$ cat config.mk
export PLATFORM = sky130hd
export DESIGN_NAME = census_window_seq_flat
export DESIGN_NICKNAME = d
export VERILOG_FILES = /design/src/rtl/census_window_seq_pkg.sv /design/src/rtl/census_window_seq_if.sv /design/src/rtl/census_window_seq_wrap_counter.sv /design/src/rtl/census_window_seq.sv /design/src/flat_wrapper.sv
export SDC_FILE = /design/constraint.sdc
export NUM_CORES = 1
export LEC_CHECK = 0
export ABC_AREA = 1
export CAP_MARGIN = 20
export CORE_MARGIN = 2
export CORE_UTILIZATION = 28
export DETAILED_ROUTE_END_ITERATION = 12
export HOLD_SLACK_MARGIN = 0.12
export PLACE_DENSITY_LB_ADDON = 0.2
export SLEW_MARGIN = 10
export SYNTH_ARGS = -nofsm -noshare
export SYNTH_HDL_FRONTEND = slang
export SYNTH_SLANG_ARGS = --single-unit
$ cat constraint.sdc
create_clock -name clk -period 2.8 [get_ports clk]
set_input_delay 0.56 -clock clk [delete_from_list [all_inputs] [get_ports clk]]
set_output_delay 0.56 -clock clk [all_outputs]
set_load 0.05 [all_outputs]
$ cat src/rtl/census_window_seq_pkg.sv
// -----------------------------------------------------------------------------
// census_pkg
// Shared definitions for the census window raster sequencer:
//   - state_e     : sequencer state (IDLE waits for start-of-frame, ACTIVE scans)
//   - win_half()  : offset from the window's trailing pixel back to its centre
//   - width_for() : bits needed to count 0 .. n-1
// No ports (package).
// -----------------------------------------------------------------------------
package census_pkg;

   typedef enum logic {
      IDLE   = 1'b0,
      ACTIVE = 1'b1
   } state_e;

   // HALF for a given window edge; the window geometry is a module parameter,
   // so this is a function rather than a fixed localparam.
   function automatic int win_half(input int win);
      return (win - 1) / 2;
   endfunction

   function automatic int width_for(input int n);
      return (n <= 2) ? 1 : $clog2(n);
   endfunction

endpackage

$ cat src/rtl/census_window_seq_if.sv
// -----------------------------------------------------------------------------
// census_window_seq_if
// Pixel qualifier in, sequencing/geometry out.
//   master : pixel source side (drives in_valid/in_sof, observes the rest)
//   slave  : sequencer side
// Signals:
//   in_valid, in_sof       pixel present / pixel is (0,0) of a new frame
//   shift_en               combinational delay-line shift enable
//   col, row               position of the last accepted pixel
//   eol, eof, frame_done   end-of-line / end-of-frame pulses
//   win_valid, win_col/row full census window resident and its centre
//   sof_err                start-of-frame seen mid-frame, frame restarted
// -----------------------------------------------------------------------------
interface census_window_seq_if #(
   parameter int CW = 10,
   parameter int RW = 9
);
   logic          in_valid;
   logic          in_sof;
   logic          shift_en;
   logic [CW-1:0] col;
   logic [RW-1:0] row;
   logic          eol;
   logic          eof;
   logic          win_valid;
   logic [CW-1:0] win_col;
   logic [RW-1:0] win_row;
   logic          frame_done;
   logic          sof_err;

   modport master (
      output in_valid, in_sof,
      input  shift_en, col, row, eol, eof, win_valid, win_col, win_row,
             frame_done, sof_err
   );

   modport slave (
      input  in_valid, in_sof,
      output shift_en, col, row, eol, eof, win_valid, win_col, win_row,
             frame_done, sof_err
   );
endinterface

$ cat src/rtl/census_window_seq_wrap_counter.sv
// -----------------------------------------------------------------------------
// wrap_counter
// Counts 0..MAX and wraps to 0 by explicit compare against MAX (never by
// power-of-two rollover). clr_i has priority and loads 0.
// Ports:
//   clk, rst   clock, asynchronous active-high reset
//   en_i       advance one step
//   clr_i      load 0
//   count_o    current count
//   at_max_o   count_o == MAX
// -----------------------------------------------------------------------------
module wrap_counter
   import census_pkg::*;
#(
   parameter int MAX   = 7,
   parameter int WIDTH = width_for(MAX + 1)
) (
   input  logic             clk,
   input  logic             rst,
   input  logic             en_i,
   input  logic             clr_i,
   output logic [WIDTH-1:0] count_o,
   output logic             at_max_o
);

   logic [WIDTH-1:0] count_q;
   logic [WIDTH-1:0] count_d;

   assign at_max_o = (count_q == WIDTH'(MAX));
   assign count_o  = count_q;

   always_comb begin
      count_d = count_q;
      if (clr_i) begin
         count_d = '0;
      end else if (en_i) begin
         count_d = at_max_o ? '0 : count_q + WIDTH'(1);
      end
   end

   always_ff @(posedge clk or posedge rst) begin
      if (rst) begin
         count_q <= '0;
      end else begin
         count_q <= count_d;
      end
   end

endmodule

$ cat src/rtl/census_window_seq.sv
// -----------------------------------------------------------------------------
// census_window_seq
// Raster-scan sequencer for the census line-buffer/delay-line datapath.
// Accepts a pixel qualifier stream, produces the delay-line shift enable,
// tracks the position of each accepted pixel and flags when a full WIN x WIN
// window is resident, reporting its centre. All outputs except shift_en are
// registered and describe the pixel accepted in the previous cycle.
// Ports:
//   clk     clock (rising edge)
//   rst     asynchronous active-high reset
//   bus_io  census_window_seq_if.slave (pixel qualifier in, geometry out)
// -----------------------------------------------------------------------------
module census_window_seq
   import census_pkg::*;
#(
   parameter int IMG_W = 640,
   parameter int IMG_H = 480,
   parameter int WIN   = 5,
   parameter int CW    = 10,
   parameter int RW    = 9
) (
   input  logic                   clk,
   input  logic                   rst,
   census_window_seq_if.slave     bus_io
);

   localparam int HALF = win_half(WIN);

   state_e        state_q;
   logic          eol_q;
   logic          eof_q;
   logic          frame_done_q;
   logic          sof_err_q;
   logic          win_valid_q;
   logic [CW-1:0] win_col_q;
   logic [RW-1:0] win_row_q;

   logic          accept;
   logic          sof;
   logic          col_max;
   logic          row_max;
   logic [CW-1:0] col_cnt;
   logic [RW-1:0] row_cnt;

   // Position of the pixel being accepted this cycle
   logic [CW-1:0] pix_col_d;
   logic [RW-1:0] pix_row_d;
   logic          eol_d;
   logic          eof_d;
   logic          win_valid_d;
   logic          sof_err_d;

   assign sof    = bus_io.in_sof;
   assign accept = bus_io.in_valid && (sof || (state_q == ACTIVE));

   assign bus_io.shift_en = accept && !rst;

   // Counters hold the position of the last accepted pixel; a start-of-frame
   // pixel loads (0,0) regardless of where the previous frame stopped.
   wrap_counter #(.MAX(IMG_W - 1), .WIDTH(CW)) u_col_cnt (
      .clk      (clk),
      .rst      (rst),
      .en_i     (accept && !sof),
      .clr_i    (accept && sof),
      .count_o  (col_cnt),
      .at_max_o (col_max)
   );

   wrap_counter #(.MAX(IMG_H - 1), .WIDTH(RW)) u_row_cnt (
      .clk      (clk),
      .rst      (rst),
      .en_i     (accept && !sof && col_max),
      .clr_i    (accept && sof),
      .count_o  (row_cnt),
      .at_max_o (row_max)
   );

   always_comb begin
      pix_col_d = '0;
      pix_row_d = '0;
      if (!sof) begin
         pix_col_d = col_max ? '0 : col_cnt + CW'(1);
         if (col_max) begin
            pix_row_d = row_max ? '0 : row_cnt + RW'(1);
         end else begin
            pix_row_d = row_cnt;
         end
      end
   end

   assign eol_d       = accept && (pix_col_d == CW'(IMG_W - 1));
   assign eof_d       = eol_d && (pix_row_d == RW'(IMG_H - 1));
   assign win_valid_d = accept && (pix_col_d >= CW'(WIN - 1))
                               && (pix_row_d >= RW'(WIN - 1));
   assign sof_err_d   = accept && sof && (state_q == ACTIVE);

   always_ff @(posedge clk or posedge rst) begin
      if (rst) begin
         state_q      <= IDLE;
         eol_q        <= 1'b0;
         eof_q        <= 1'b0;
         frame_done_q <= 1'b0;
         sof_err_q    <= 1'b0;
         win_valid_q  <= 1'b0;
         win_col_q    <= '0;
         win_row_q    <= '0;
      end else begin
         eol_q        <= eol_d;
         eof_q        <= eof_d;
         frame_done_q <= eof_d;
         sof_err_q    <= sof_err_d;
         win_valid_q  <= win_valid_d;
         // Centre is only meaningful with win_valid; otherwise hold
         if (win_valid_d) begin
            win_col_q <= pix_col_d - CW'(HALF);
            win_row_q <= pix_row_d - RW'(HALF);
         end
         case (state_q)
            IDLE: begin
               if (accept) begin
                  state_q <= ACTIVE;
               end
            end
            ACTIVE: begin
               // A mid-frame sof restarts the frame and stays ACTIVE
               if (eof_d) begin
                  state_q <= IDLE;
               end
            end
            default: state_q <= IDLE;
         endcase
      end
   end

   assign bus_io.col        = col_cnt;
   assign bus_io.row        = row_cnt;
   assign bus_io.eol        = eol_q;
   assign bus_io.eof        = eof_q;
   assign bus_io.frame_done = frame_done_q;
   assign bus_io.sof_err    = sof_err_q;
   assign bus_io.win_valid  = win_valid_q;
   assign bus_io.win_col    = win_col_q;
   assign bus_io.win_row    = win_row_q;

endmodule

$ cat src/flat_wrapper.sv
// flat-port wrapper written by rule: the top's interface ports become plain ports
module census_window_seq_flat import census_pkg::*;
#(
   parameter int IMG_W = 640,
   parameter int IMG_H = 480,
   parameter int WIN   = 5,
   parameter int CW    = 10,
   parameter int RW    = 9
)
  (clk, rst, bus_io_in_valid, bus_io_in_sof, bus_io_shift_en, bus_io_col, bus_io_row, bus_io_eol, bus_io_eof, bus_io_win_valid, bus_io_win_col, bus_io_win_row, bus_io_frame_done, bus_io_sof_err);
  census_window_seq_if #(.CW(CW), .RW(RW)) bus_io_i ();
  input  logic clk;
  input  logic rst;
  input wire logic [$bits(bus_io_i.in_valid)-1:0] bus_io_in_valid;
  input wire logic [$bits(bus_io_i.in_sof)-1:0] bus_io_in_sof;
  output wire logic [$bits(bus_io_i.shift_en)-1:0] bus_io_shift_en;
  output wire logic [$bits(bus_io_i.col)-1:0] bus_io_col;
  output wire logic [$bits(bus_io_i.row)-1:0] bus_io_row;
  output wire logic [$bits(bus_io_i.eol)-1:0] bus_io_eol;
  output wire logic [$bits(bus_io_i.eof)-1:0] bus_io_eof;
  output wire logic [$bits(bus_io_i.win_valid)-1:0] bus_io_win_valid;
  output wire logic [$bits(bus_io_i.win_col)-1:0] bus_io_win_col;
  output wire logic [$bits(bus_io_i.win_row)-1:0] bus_io_win_row;
  output wire logic [$bits(bus_io_i.frame_done)-1:0] bus_io_frame_done;
  output wire logic [$bits(bus_io_i.sof_err)-1:0] bus_io_sof_err;
  assign bus_io_i.in_valid = bus_io_in_valid;
  assign bus_io_i.in_sof = bus_io_in_sof;
  assign bus_io_shift_en = bus_io_i.shift_en;
  assign bus_io_col = bus_io_i.col;
  assign bus_io_row = bus_io_i.row;
  assign bus_io_eol = bus_io_i.eol;
  assign bus_io_eof = bus_io_i.eof;
  assign bus_io_win_valid = bus_io_i.win_valid;
  assign bus_io_win_col = bus_io_i.win_col;
  assign bus_io_win_row = bus_io_i.win_row;
  assign bus_io_frame_done = bus_io_i.frame_done;
  assign bus_io_sof_err = bus_io_i.sof_err;
  census_window_seq #(.IMG_W(IMG_W), .IMG_H(IMG_H), .WIN(WIN), .CW(CW), .RW(RW)) u_core (.clk(clk), .rst(rst), .bus_io(bus_io_i));
endmodule
; Word level (Yosys, flattened, before mapping)
; Cells that the tools add are included.
[classes]
eq_ne = 4
n_reduce_logical = 15
bitwise = 1
mux = 12
addsub = 4
magnitude_cmp = 2
[ops]
columns = op, count
row1 = $mux W9, 5
row2 = $mux W10, 4
row3 = $eq A10 B10 Y1 const B, 2
row4 = $eq A9 B9 Y1 const B, 2
row5 = $add A10 B1 Y10 const B, 1
row6 = $ge A10 B3 Y1 const B, 1
row7 = $logic_and A1 B1 Y1, 10
row8 = $sub A10 B2 Y10 const B, 1
row9 = $add A9 B1 Y9 const B, 1
row10 = $ge A9 B3 Y1 const B, 1
row11 = $sub A9 B2 Y9 const B, 1
row12 = $reduce_bool A2 Y1, 2
row13 = $logic_not A1 Y1, 2
row14 = $mux W1, 2
row15 = $pmux W1 S2, 1
row16 = $logic_or A1 B1 Y1, 1
row17 = $not A1 Y1, 1
[totals]
ff_bits = 43
out_inout_bits = 44
in_bits = 4
word_cells = 47

; Depth between registers and ports, before layout
; Gate-level depths: netlist of run 1.
[logic_depth]
word_depth = 8
depth_mapped = 17
ltp_nobuf = 17

; By module
; Synthesis of run 1 repeated with hierarchy kept, for this count alone.
[unflattened]
cells_unflattened = 461
area_unflattened_um2 = 3281.9
[by_module_without_submodules]
columns = module, area_each_um2, instances, seq_area_each_um2, cells_each
row1 = census_window_seq, 2107.0, 1, 600.6, 300
row2 = wrap_counter at u_core.u_col_cnt, 619.3, 1, 250.2, 83
row3 = wrap_counter at u_core.u_row_cnt, 555.5, 1, 225.2, 78

; Worst setup path after synthesis of run 1
; No wires, ideal clock.
[synth_timing]
path_kind = register to register
startpoint = reg u_core.u_col_cnt.count_q[1] (netlist: u_core.u_col_cnt.count_o[1])
endpoint = reg u_core.win_row_q[5] (netlist: u_core.bus_io.win_row[5])
stages_incl_launch_ff = 16
required_ns = 2.682
period_less_slack_ns = 2.509
setup_slack_ns = 0.291
t_arrival_ns = 2.391
cell_sequence = dfrtp_1 ha_1 nand2_2 nor2_4 nand2_2 nor2_4 buf_6 nand2_1 o21ai_1 inv_1 ha_1 inv_1 nor2_1 xor2_1 nand2_1 nand2_1
[synth_between]
elab_chain_len = 6
word_cells_on_any_way = 11
cone_classes = add/sub: 2 / order compare: 2 / eq/ne: 1 / mux: 4 / reduce/logical: 2
[synth_lines]
columns = element, line
row1 = "start, declared", census_window_seq_wrap_counter.sv:26  ; logic [WIDTH-1:0] count_q;
row2 = "start signal, assigned", census_window_seq_wrap_counter.sv:45  ; count_q <= count_d;
row3 = $add A10 B1 Y10 / $eq A10 B10 Y1 (equally long branches), "census_window_seq.sv:82, census_window_seq_wrap_counter.sv:29"
row4 = $mux W10, census_window_seq.sv:82  ; pix_col_d = col_max ? '0 : col_cnt + CW'(1);
row5 = $mux W10, census_window_seq.sv:81  ; if (!sof) begin
row6 = $ge A10 B3 Y1, census_window_seq.sv:93  ; assign win_valid_d = accept && (pix_col_d >= CW'(WIN - 1))
row7 = $logic_and A1 B1 Y1, census_window_seq.sv:93
row8 = $logic_and A1 B1 Y1, census_window_seq.sv:94  ; && (pix_row_d >= RW'(WIN - 1));
row9 = "end signal, assigned", census_window_seq.sv:116  ; win_row_q <= pix_row_d - RW'(HALF);
row10 = "end, declared", census_window_seq.sv:36  ; logic [RW-1:0] win_row_q;
; Parallel ways exist; a longest one is shown, timed or not.
; A chain may end at the register's enable or synchronous reset.

; Final worst setup path of run 1
; Ends and elaborated chain as after synthesis.

==> key figures, run 1 <==
Die
  • Starting density of the core: 28.7%
  • Chip Height: 104 um
  • Die width: 104 um
  • Core footprint: 0.00968 sq mm
  • Number of placement rows: 36
  • Count of pins on the block boundary: 48
  • Area enclosed by the die boundary: 0.0107 sq mm

Critical path
  • Worst Setup Start Kind: register
  • Max stage delay on crit path: 460 ps
  • Worst path top cell family by delay: simple AND/OR/NAND/NOR gates
  • Slowest stage cell, crit path: dfrtp_1
  • Start-to-end type of the worst setup path: reg -> reg
  • Required @ worst endpoint: 3040 ps
  • Largest fanout on the critical path: 7
  • Data arrival time of the critical path: 2760 ps
  • Critical path cell sequence: ha_1 > nand2_2 > nor2_4 > nand2_2 > nor2_4 > nor2_2 > nand2_1 > o21ai_1 > inv_1 > ha_1 > inv_1 > nor2_1 > xor2_1 > nand2_1 > nand2_1
  • Crit end category: register
  • Most frequent cell on the critical path: nand2_1
  • Buf+Inv Stages, Crit Path: 2

Yosys
  • Post-synthesis instance area: 0.00278 sq mm
  • Most area-hungry cell type in the Yosys netlist: dfrtp_1
  • Area fraction of the dominant cell type after synthesis: 38.7%
  • Distinct cell type count of the synthesized netlist: 30
  • Number of enable flip-flop cells after synthesis: 0
  • Per-instance average area after synthesis: 6.88 sq um
  • #FFs+latches synth: 43
  • Most frequent cells after synthesis: nand2_1 (143), inv_1 (49), dfrtp_1 (43)
  • Part of the Yosys area used for sequential elements: 38.7%
  • Number of warning messages in the yosys log: 0
  • Most used standard cell by instance count after synthesis: nand2_1
  • Proportion of register bits with asynchronous set or reset after synthesis: 100%
  • Instance count of the mapped netlist: 404
  • Cells taking the most area after synthesis: dfrtp_1 (39%), nand2_1 (19%), nand3_1 (6.7%)
  • Post-Synthesis Net Count: 412
  • Most used flip-flop cell after synthesis: dfrtp_1

Route
  • Count of nets left with antenna violations after detail routing: 0
  • Average wire length per cell after detail routing: 13.0 um
  • Metal-1 WL: 3.55 mm
  • Total length of routed met3 wires: 343 um
  • Vias per std cell: 4.61
  • Uppermost routed layer: met4
  • Count of vias placed by the detailed router: 2724
  • Overall routed net length: 7.67 mm
  • Post-detailed-route DRC marker count: 0
  • Length of routed met2 wiring: 3.72 mm
  • Count of TritonRoute iterations in the first routing pass: 6
  • Initial DRC count: 103

STA
  • Slew headroom: 51.3%
  • Total of endpoints with negative setup slack in the final report: 0
  • Post-route clock skew: 9.20 ps
  • Setup Total Neg Slack: 0 ps
  • Worst-margin pin slew: 725 ps
  • Share of the clock period used by the worst path: 90.3%
  • Final period demand of the worst path: 2530 ps
  • Number of failing hold endpoints at the final stage: 0
  • Count of pins over their slew limit: 0
  • Peak clock frequency supported by timing: 395 MHz
  • Setup repair after global routing missed its margin: false

Layout
  • Share of final-layout standard cells stronger than drive strength 1: 8.95%
  • P&R area growth vs syn: 28.8%
  • Final standard cell utilization of the core: 37.0%
  • Nets: 465
  • Final antenna diode count: 0

Power
  • Pwr per Cell Area: 706 mW/mm^2
  • Switching power as a share of total power: 41.9%
  • Design internal power: 1.47 mW
  • Highest ir drop seen on vdd: 362 uV
  • Clock network power share: 22.9%
  • Combinational Power Share: 43.2%
  • Net switching power: 1.06 mW
  • Sequential share of power: 33.9%
  • Leak: 1.77 nW

CTS
  • Total clock sinks: 43
  • Clock slew at reported path FFs: 90 ps
  • Number of buffers between clock root and the deepest sink: 2
  • Clock root buffer: clkbuf_8
  • Number of hold buffers added after cts: 0
  • H-tree depth: 2
  • Worst-skew pair later-pin latency: 300 ps
  • Clock buffer count from CTS: 5
  • TritonCTS clock tree: built

Worst hold path
  • Worst Hold Class: reg -> reg

Global route
  • Global routing usage summed across all routing layers: 14.6%
  • Wire length of the first global-routing pass: 13.0 mm
  • Maximum number of pins on one net before global-route repair: 27
  • Antenna violations before repair: 0
  • Via count of the first global-routing pass: 2761
  • Total global routing overflow: 0

Placed design
  • GPL Wtd Cong: 0.855
  • Count of input and output buffers: 47
  • Hpwl dp: 5.79 mm

Job
  • Max-capacitance violation count: 0

Status
  • Outcome: completed
-- worst min-delay path: stages, from the launching register on --
cell     delay (ps)
dfrtp_1         350
nand2_1          50
nand2_1          40
-- layout by cell type (no fill, tap or decap), types with 2 or more instances in the layout --
| master | count |
|---|---|
| ha_1 | 4 |
| nor2_2 | 7 |
| o22ai_1 | 13 |
| nand4_1 | 12 |
| clkbuf_8 | 5 |
| o21ai_0 | 8 |
| xor2_1 | 6 |
| inv_2 | 2 |
| dfrtp_1 | 43 |
| buf_4 | 7 |
| a21oi_1 | 6 |
| nor2_4 | 4 |
| nand3_1 | 37 |
| bufinv_16 | 2 |
| inv_1 | 48 |
| buf_12 | 2 |
| xnor2_1 | 2 |
| nor2_1 | 40 |
| nand2_2 | 8 |
| o21ai_1 | 3 |
| clkdlybuf4s50_1 | 46 |
| nand3_4 | 2 |
| nand2_1 | 142 |
-- worst paths after layout --
check                                         endpoint  slack (ps)                         from  cells after the start
min in group asynchronous  u_core.u_col_cnt.count_o[2]         630                          rst                      2
max reg2reg                   u_core.bus_io.win_row[5]         270  u_core.u_col_cnt.count_o[1]                     15
max in group asynchronous     u_core.bus_io.win_col[0]        1640                          rst                      3
min                           u_core.bus_io.win_col[3]         480     u_core.bus_io.win_col[3]                      2
min reg2reg                   u_core.bus_io.win_col[3]         480     u_core.bus_io.win_col[3]                      2
max                           u_core.bus_io.win_row[5]         270  u_core.u_col_cnt.count_o[1]                     15
-- routing by layer --
metal	vias to the layer above	GRT usage, %
met2	67	25.4
met4	0	3.86
li1	1389	-
met1	1259	18.4
met3	9	2.89
met5	-	0
-- repair_timing --
action,4_1_cts,5_1_grt
resized for setup,0,2
setup buffers,0,1
setup endpoints to repair,0,12
-- sequential cells by signal, indices dropped and copies added, names as in the netlist, 9 cells and up --
| register | cells |
|---|---|
| u_core.bus_io.win_col | 10 |
| u_core.bus_io.win_row | 9 |
| u_core.u_col_cnt.count_o | 10 |
| u_core.u_row_cnt.count_o | 9 |
-- cell families (layout without fill, tap and decap cells) --
logic type	after synthesis	count (layout)	synth area share, %
AO/OA/AOI/OAI	33	33	6.80
XOR/XNOR	8	8	2.52
adder cells (fa/ha/maj)	4	4	1.80
buffers and inverters	60	114	9.05
flip-flops	43	43	38.7
AND/OR/NAND/NOR	256	256	41.1
-- cell type report --
class                           instances  area [sq um]
Fill cell                            1023          6110
Multi-Input combinational cell        301          1460
Sequential cell                        43          1080
Timing Repair Buffer                   55           553
Inverter                               51           191
Tap cell                              133           166
Clock buffer                            6          72.6
Clock inverter                          2          60.1
-- stage by stage --
step	power [mW]	std cells	cell area (sq um)	hold WS, ps	setup slack, ps
after floorplan	1.59	404	2780	498	291
after global placement	1.97	582	3430	460	161
after detailed placement	1.97	582	3430	462	66.8
after CTS	2.56	590	3560	483	123
after global routing	2.67	591	3580	513	29.3
final	2.53	591	3580	477	271
-- power groups by stage --
stage	registers (mW)	logic, mW	clock network (mW)
after floorplan	1.37	0.219	0
after global placement	0.870	1.10	0
after detailed placement	0.868	1.10	0
after CTS	0.859	1.10	0.604
after global routing	0.879	1.16	0.629
final	0.856	1.09	0.579
(Power assumes the default switching activity.)
==> run 2: changes to the inputs <==
- REMOVE_ABC_BUFFERS: not set -> 1
==> run 2 against run 1 <==
  * Hold slack got worse by 2.2 ps
  * Sequential power shrank 0.6%
  * First-iteration DRC count rose by 0.97%
  * Fmax up 1.9%
  * Register-to-register slack gained 50 ps
  * Power grew 0.19%
  * Flip-flop and latch count unchanged
  * Critical path depth is the same
  * Final area is essentially flat
  * Core utilization barely moved
  * Clock skew decreased by 1.8 ps
  * Worst setup slack better by 48 ps
  * Largest power group unchanged
  * Highest routed layer unchanged
==> key figures, run 2 (synthesized netlist as in run 1, its figures left out) <==
Status
  • Outcome: completed (unchanged)

Layout
  • Leading cell type in the layout, fill and taps excluded: nand2_1 (unchanged)
  • Nets: 468 (was 465)
  • Final antenna diode count: 0 (unchanged)
  • P&R area growth vs syn: 28.9% (was 28.8%)
  • Share of final-layout standard cells stronger than drive strength 1: 9.33% (was 8.95%)
  • Most frequent cells in the layout: nand2_1 (143), inv_1 (49), clkdlybuf4s50_1 (46), dfrtp_1 (43), nor2_1 (40) (was nand2_1 (142), inv_1 (48), clkdlybuf4s50_1 (46), dfrtp_1 (43), nor2_1 (40))

CTS
  • Clock buffer count from CTS: 5 (unchanged)
  • Number of buffers between clock root and the deepest sink: 2 (unchanged)
  • Total clock sinks: 43 (unchanged)
  • Clock root buffer: clkbuf_8 (unchanged)
  • Worst-skew pair later-pin latency: 300 ps (about the same)
  • Post_cts resized: 0 (unchanged)
  • Number of hold buffers added after cts: 0 (unchanged)
  • Clock slew at reported path FFs: 90 ps (about the same)
  • H-tree depth: 2 (unchanged)
  • TritonCTS clock tree: built (unchanged)

Power
  • Total chip power: 2.53 mW (about the same)
  • Pwr per Cell Area: 707 mW/mm^2 (was 706 mW/mm^2)
  • Combinational Power Share: 43.1% (was 43.2%)
  • Switching power as a share of total power: 42.0% (was 41.9%)
  • Clock network power share: 23.3% (was 22.9%)
  • Design internal power: 1.47 mW (about the same)
  • Highest ir drop seen on vdd: 329 uV (was 362 uV)
  • Net switching power: 1.06 mW (about the same)
  • Sequential share of power: 33.6% (was 33.9%)
  • Leak: 1.79 nW (was 1.77 nW)

Die
  • Die width: 104 um (unchanged)
  • Starting density of the core: 28.7% (unchanged)
  • Chip Height: 104 um (unchanged)
  • Number of placement rows: 36 (unchanged)
  • Area enclosed by the die boundary: 0.0107 sq mm (unchanged)
  • Core footprint: 0.00968 sq mm (unchanged)
  • Count of pins on the block boundary: 48 (unchanged)

Route
  • Count of vias placed by the detailed router: 2763 (was 2724)
  • Overall routed net length: 7.67 mm (about the same)
  • Count of nets left with antenna violations after detail routing: 0 (unchanged)
  • Initial DRC count: 104 (was 103)
  • Vias per std cell: 4.65 (was 4.61)
  • Post-detailed-route DRC marker count: 0 (unchanged)
  • Count of TritonRoute iterations in the first routing pass: 4 (was 6)
  • Average wire length per cell after detail routing: 12.9 um (was 13.0 um)

Critical path
  • R2r startpoint: u_core.u_row_cnt.count_o[1] (was u_core.u_col_cnt.count_o[1])
  • Crit. Startpoint: u_core.u_row_cnt.count_o[1] (was u_core.u_col_cnt.count_o[1])
  • Most frequent cell on the critical path: nand2_1 (unchanged)
  • Start-to-end type of the worst setup path: reg -> reg (unchanged)
  • Max stage delay on crit path: 440 ps (was 460 ps)
  • Critical path cell sequence: ha_1 > nand2_1 > nor2_1 > nand2_1 > nand2_1 > o21ai_1 > inv_1 > ha_1 > inv_1 > nor2_1 > nand2_1 > nand2_1 > nand2_1 > nand2_1 > nand2_1 (was ha_1 > nand2_2 > nor2_4 > nand2_2 > nor2_4 > nor2_2 > nand2_1 > o21ai_1 > inv_1 > ha_1 > inv_1 > nor2_1 > xor2_1 > nand2_1 > nand2_1)
  • Largest fanout on the critical path: 8 (was 7)
  • Data arrival time of the critical path: 2670 ps (was 2760 ps)
  • Worst Setup Start Kind: register (unchanged)
  • Crit end category: register (unchanged)
  • Required @ worst endpoint: 2990 ps (was 3040 ps)
  • Setup slack of the most critical reg-to-reg path: 320 ps (was 270 ps)
  • Slowest stage cell, crit path: dfrtp_1 (unchanged)

STA
  • Post-route clock skew: 7.40 ps (was 9.20 ps)
  • Slew headroom: 59.3% (was 51.3%)
  • Count of pins over their slew limit: 0 (unchanged)
  • Total of endpoints with negative setup slack in the final report: 0 (unchanged)
  • Number of failing hold endpoints at the final stage: 0 (unchanged)
  • Worst-margin pin slew: 608 ps (was 725 ps)
  • Final period demand of the worst path: 2480 ps (was 2530 ps)
  • Share of the clock period used by the worst path: 88.6% (was 90.3%)
  • Setup repair after global routing missed its margin: false (unchanged)
  • Peak clock frequency supported by timing: 403 MHz (was 395 MHz)
  • Setup Total Neg Slack: 0 ps (unchanged)

Global route
  • Total global routing overflow: 0 (unchanged)
  • Global routing usage summed across all routing layers: 14.8% (was 14.6%)
  • Wire length of the first global-routing pass: 13.3 mm (was 13.0 mm)
  • Maximum number of pins on one net before global-route repair: 44 (was 27)
  • Antenna violations before repair: 0 (unchanged)
  • Via count of the first global-routing pass: 2714 (was 2761)

Placed design
  • GPL Wtd Cong: 0.868 (was 0.855)
  • Hpwl dp: 5.92 mm (was 5.79 mm)
  • Count of input and output buffers: 47 (unchanged)

Job
  • Max-capacitance violation count: 0 (unchanged)

Worst hold path
  • Launch instance of the worst min-delay path: u_core.bus_io.win_col[3] (unchanged)
  • Worst Hold Class: reg -> reg (unchanged)
run 2: power by group through the flow:
stage | logic, mW | clock network (mW) | registers, mW
after global routing | 1.15 | 0.625 | 0.875
after global placement | 1.09 | 0 | 0.865
after floorplan | 0.215 | 0 | 1.37
final | 1.09 | 0.589 | 0.851
after detailed placement | 1.10 | 0 | 0.866
after CTS | 1.10 | 0.608 | 0.855
run 2: area by class of cell:
class / instances / area, sq um
fill: 1028 / 6100
timing repair buffer: 58 / 563
sequential: 43 / 1080
inverter: 51 / 191
tap: 133 / 166
multi-input combinational: 301 / 1450
clock buffer: 6 / 72.6
clock inverter: 2 / 60.1
run 2: critical path: cells and delay by family, from the launching register on:
kind / cells / cell delay [ps]
buffers and inverters: 2 / 220
AND/OR/NAND/NOR: 10 / 1170
flip-flops: 1 / 440
AO/OA/AOI/OAI: 1 / 150
adder cells (fa/ha/maj): 2 / 380
run 2: layer usage:
layer / wire length [um] / up-vias / track usage [%]
met4: 101 / 0 / 3.96
met3: 426 / 10 / 2.64
met5: 0 / - / 0
li1: - / 1398 / -
met2: 3450 / 75 / 24.2
met1: 3700 / 1280 / 20.3
run 2: final timing paths:
check / to / cells after the start
worst max-delay path: u_core.bus_io.win_row[7] / 15
worst min-delay path: u_core.bus_io.win_col[3] / 2
worst max register to register: u_core.bus_io.win_row[7] / 15
worst min register to register: u_core.bus_io.win_col[3] / 2
max in group asynchronous: u_core.bus_io.win_row[1] / 3
min in group asynchronous: u_core.u_col_cnt.count_o[3] / 3
run 2: per-stage QoR:
stage	utilization, %	cell area (sq um)	hold WS [ps]	worst slack, ps	std cells
3_3_place_gp	35.5	3430	455	183	584
6_report	37.0	3580	475	319	594
2_1_floorplan	-	2720	498	266	395
3_5_place_dp	35.5	3430	458	197	584
5_1_grt	37.0	3580	503	50.4	594
4_1_cts	36.8	3570	480	179	592
run 2: timing repair:
item	CTS	global route
setup endpoints to repair	0	2
hold endpoints to repair	0	0
buffers inserted	0	2
==> run 3: changes to the inputs <==
- REMOVE_ABC_BUFFERS: 1 -> not set
==> results of run 3 <==
Same layout as run 1: the final DEF is identical, and so are final timing and power.
==> RTL change 1: new RTL, settings of run 2 <==
Reset style: synchronous (`rst`), changed in 2 clocked blocks. Comments in the files are not updated.
--- a/src/rtl/census_window_seq_wrap_counter.sv
+++ b/src/rtl/census_window_seq_wrap_counter.sv
@@ -39,5 +39,5 @@
    end
 
-   always_ff @(posedge clk or posedge rst) begin
+   always_ff @(posedge clk) begin
       if (rst) begin
          count_q <= '0;
--- a/src/rtl/census_window_seq.sv
+++ b/src/rtl/census_window_seq.sv
@@ -95,5 +95,5 @@
    assign sof_err_d   = accept && sof && (state_q == ACTIVE);
 
-   always_ff @(posedge clk or posedge rst) begin
+   always_ff @(posedge clk) begin
       if (rst) begin
          state_q      <= IDLE;
Function: differs if rst is asserted again (counterexample within 4 cycles, from zero or initial values and one cycle with rst high); with rst held inactive, the same outputs for 10 cycles.
==> RTL change 1 against run 2 <==
Non-clock buffer count shrank 1; synthesized cell count grew 8.9%; final area grew 1.4%; area after synthesis grew 3.6%; worst setup slack gained 0.055 ns; routed wire length shrank 3.7%; sequential cell count is the same.
Power is not compared: it rests on default switching activity, and its combinational part moved more than twofold at a synthesized area within 25%.
==> RTL change 1: results (changes against run 2) <==
status: completed
ys flop type: dfxtp_1
DR vias: 2863 (+3.6%)
Initial DRC Count: 85 (-18%)
layout cells sized above 1: 14.1% (+4.8 points)
Critical Path Fanout Max: 32 (+24)
hold worst-path end: u_core.bus_io.win_row[0]
DR WL/cell: 11.8 µm (-8.4%)
vias in the first global route: 2739 (+0.92%)
first-pass GRT wire length: 12700 µm (-4.2%)
distinct cell type count after synthesis: 31 (+3.3%)
Async SR Flop Fraction: 0% (-100 points)
R2R depth: 13 (-2)
# nets final: 495 (+5.8%)
hold_sp: u_core.bus_io.win_row[0]
Post-synth top cells: nand2_1, nor2_1, inv_1
reg-to-reg slack, setup: 0.37 ns (+0.05 ns)
Placer Congestion: 0.862 (-0.70%)
sequential-to-total area share from yosys stat: 29.9% (-8.8 points)
Worst Skew: 0.00773 ns (+0.000327 ns)
Synth Warn #: 0 (unchanged)
Arr. time, crit path: 2.62 ns (-0.05 ns)
GRT Util Overall: 13.9% (-0.96 points)
Num CTS Buffers: 5 (unchanged)
Slew @ Worst Pin: 0.617 ns (+0.00905 ns)
synth top area cells: dfxtp_1, nand2_1, nor2_1
hpwl dp: 5550 µm (-6.4%)
Reg-to-Reg Start: u_core.u_row_cnt.count_o[0]
==> RTL change 1: cell count changes in the layout (fill, tap and decap cells not counted), moves of 8 or more <==
cell	change
o21ai_0	+8
dfxtp_1	+43
nand2_1	-31
nor2_1	+23
dfrtp_1	-43
o22ai_1	-13
nand3_2	+18
a21oi_1	+27
==> RTL change 1: layout make-up <==
type                    instances  area, µm²
clock inverters                 2       35.0
inverters                      46        173
well taps                     136        170
clock buffers                   6       82.6
flip-flops and latches         43        861
fillers                      1125       6510
repair buffers                 57        581
multi-input cells             334       1730
==> RTL change 1: metrics by stage <==
stage	hold WS (ns)	std cells	area, µm²	setup WS, ns
3_5_place_dp	0.476	616	3510	0.344
5_1_grt	0.524	624	3630	0.0995
6_report	0.493	624	3630	0.374
4_1_cts	0.498	624	3630	0.398
3_3_place_gp	0.474	616	3510	0.395
2_1_floorplan	0.456	423	2760	0.0385
==> RTL change 1: worst max-delay path by stage <==
stage | slack (ns) | start | depth (start not counted) | endpoint
after global placement | 0.39 | bus_io_in_sof | 10 | u_core.bus_io.win_row[3]
after global routing | 0.1 | u_core.u_row_cnt.count_o[0] | 13 | u_core.bus_io.win_col[6]
after floorplan | 0.04 | u_core.u_col_cnt.count_o[0] | 14 | u_core.bus_io.win_row[6]
after CTS | 0.40 | u_core.u_row_cnt.count_o[0] | 13 | u_core.bus_io.win_col[1]
final | 0.37 | u_core.u_row_cnt.count_o[0] | 13 | u_core.bus_io.win_col[1]
after detailed placement | 0.34 | bus_io_in_sof | 10 | u_core.bus_io.win_row[3]
==> RTL change 1: power by group <==
| group | total (mW) | switching, mW | internal [mW] |
|---|---|---|---|
| registers | 0.618 | 0.00350 | 0.614 |
| clock network | 0.523 | 0.233 | 0.289 |
| logic | 0.0967 | 0.0647 | 0.0319 |
==> RTL change 1: cell families (layout without fill, tap and decap cells) <==
family,Yosys count,count (layout),synth area share (%)
compound gates,61,61,12.0
simple gates,263,263,44.5
flops,43,43,29.9
fa+ha+maj,4,4,1.74
xor+xnor,6,6,1.83
buf+inv,63,111,10.0
==> RTL change 1: per-layer routing <==
layer	global-route usage [%]	wire length [µm]	part of all wire [%]
met1	18.3	3640	49
met5	0	0	0
met2	23.5	3450	47
met3	2.78	216	2.9
met4	2.76	70	0.95
==> RTL change 1: critical path, cell delays in order, from the launching register on <==
cell and delay (ns):
dfxtp_1 0.51, ha_1 0.26, nand2_2 0.10, nor2_4 0.17, nand3_2 0.18, nand3_1 0.17, nand2_1 0.06, nand2_1 0.17
nand2_2 0.09, nor2_4 0.13, nand2_4 0.08, buf_12 0.18, a21oi_1 0.15, nor2_1 0.06
==> RTL change 2: new RTL, settings of run 2 <==
Made on the original files. `IMG_H` is set to 480 in 2 places; all go to 240.
--- a/src/rtl/census_window_seq.sv
+++ b/src/rtl/census_window_seq.sv
@@ -15,5 +15,5 @@
 #(
    parameter int IMG_W = 640,
-   parameter int IMG_H = 480,
+   parameter int IMG_H = 240,
    parameter int WIN   = 5,
    parameter int CW    = 10,
--- a/src/flat_wrapper.sv
+++ b/src/flat_wrapper.sv
@@ -3,5 +3,5 @@
 #(
    parameter int IMG_W = 640,
-   parameter int IMG_H = 480,
+   parameter int IMG_H = 240,
    parameter int WIN   = 5,
    parameter int CW    = 10,
Behaviour: no difference found for any inputs over 10 cycles, from zero or initial values and one cycle with rst high; that may be too few to reach the edited logic, so the function may still have changed.
==> RTL change 2 against run 2 <==
Fmax rose by 0.35%; critical path depth did not move; final area fell by 4.8%; clock power fell by 23%; routed wire length fell by 7.3%; worst setup slack improved by 0.0085 ns; total power fell by 6.9%; synthesized cell count fell by 8.7%; sequential cell count did not move; first-iteration DRC count rose by 3.8%; area after synthesis fell by 3.1%.
==> RTL change 2: results (changes against run 2) <==
status: completed
Fin Hold WS: 0.478 ns (+0.00348 ns)
met3 GRT Util: 2.67% (+0.024 points)
fin area: 3410 µm² (-4.8%)
hold_sp: u_core.bus_io.win_row[2]
hold worst-path end: u_core.bus_io.win_row[2]
Placer Congestion: 0.858 (-1.1%)
worst slack, placed: 0.224 ns (+0.0276 ns)
Buffers excl. clock: 53 (-8.6%)
Final min period: 2.47 ns (-0.00853 ns)
Critical Path Fanout Max: 12 (+4)
ClkCell Share: 2.94% (-0.77 points)
met2 Use GR: 24.7% (+0.57 points)
Mean Syn Cell Area: 7.30 µm² (+6.1%)
multi-input logic area: 1400 µm² (-3.8%)
DP Area: 3310 µm² (-3.6%)
first-pass GRT wire length: 12400 µm (-6.8%)
clk_buf instances: 8 (+2)
# nets final: 429 (-8.3%)
Largest stage delay, worst path: 0.44 ns (about the same)
Post-synth top cells: nand2_1, dfrtp_1, inv_1
Max VDD drop: 493 µV (+50%)
sequential-to-total area share from yosys stat: 40.0% (+1.2 points)
synth top area cells: dfrtp_1, nand2_1, nand3_1
distinct cell type count after synthesis: 32 (+6.7%)
largest net degree at the start of global routing: 24 (-45%)
Leakage: 1.58 nW (-12%)
Non-Clock Buffer Area Fraction: 15.4% (-0.31 points)
slew margin rel.: 42.9% (-16 points)
met1 usage: 20.2% (-0.17 points)
routed vias/inst: 4.59 (-1.3%)
Rows: 35 (-2.8%)
#MultiIn Comb: 278 (-7.6%)
Reg-to-Reg Start: u_core.u_row_cnt.count_o[0]
filler instances: 1012 (-1.6%)
DR vias: 2529 (-8.5%)
layout cells sized above 1: 8.77% (-0.56 points)
RTL change 2: per-layer routing:
| layer | share of wire (%) | vias to the layer above |
|---|---|---|
| met3 | 4.4 | 5 |
| met5 | 0 | - |
| met2 | 47 | 52 |
| met4 | 0.67 | 0 |
| met1 | 48 | 1162 |
| li1 | - | 1310 |
RTL change 2: where the power goes:
group | leakage [nW] | internal (mW) | switching [mW]
sequential | 0.562 | 0.762 | 0.0856
clock | 0.0515 | 0.226 | 0.230
combinational | 0.962 | 0.336 | 0.718
RTL change 2: kinds of logic (layout without fill, tap and decap cells):
| family | count (synthesis) | count (layout) | synth area share (%) |
|---|---|---|---|
| simple gates | 229 | 229 | 39.2 |
| buf+inv | 48 | 101 | 8.18 |
| flops | 43 | 43 | 40.0 |
| compound gates | 35 | 35 | 7.53 |
| xor+xnor | 10 | 10 | 3.25 |
| fa+ha+maj | 4 | 4 | 1.86 |
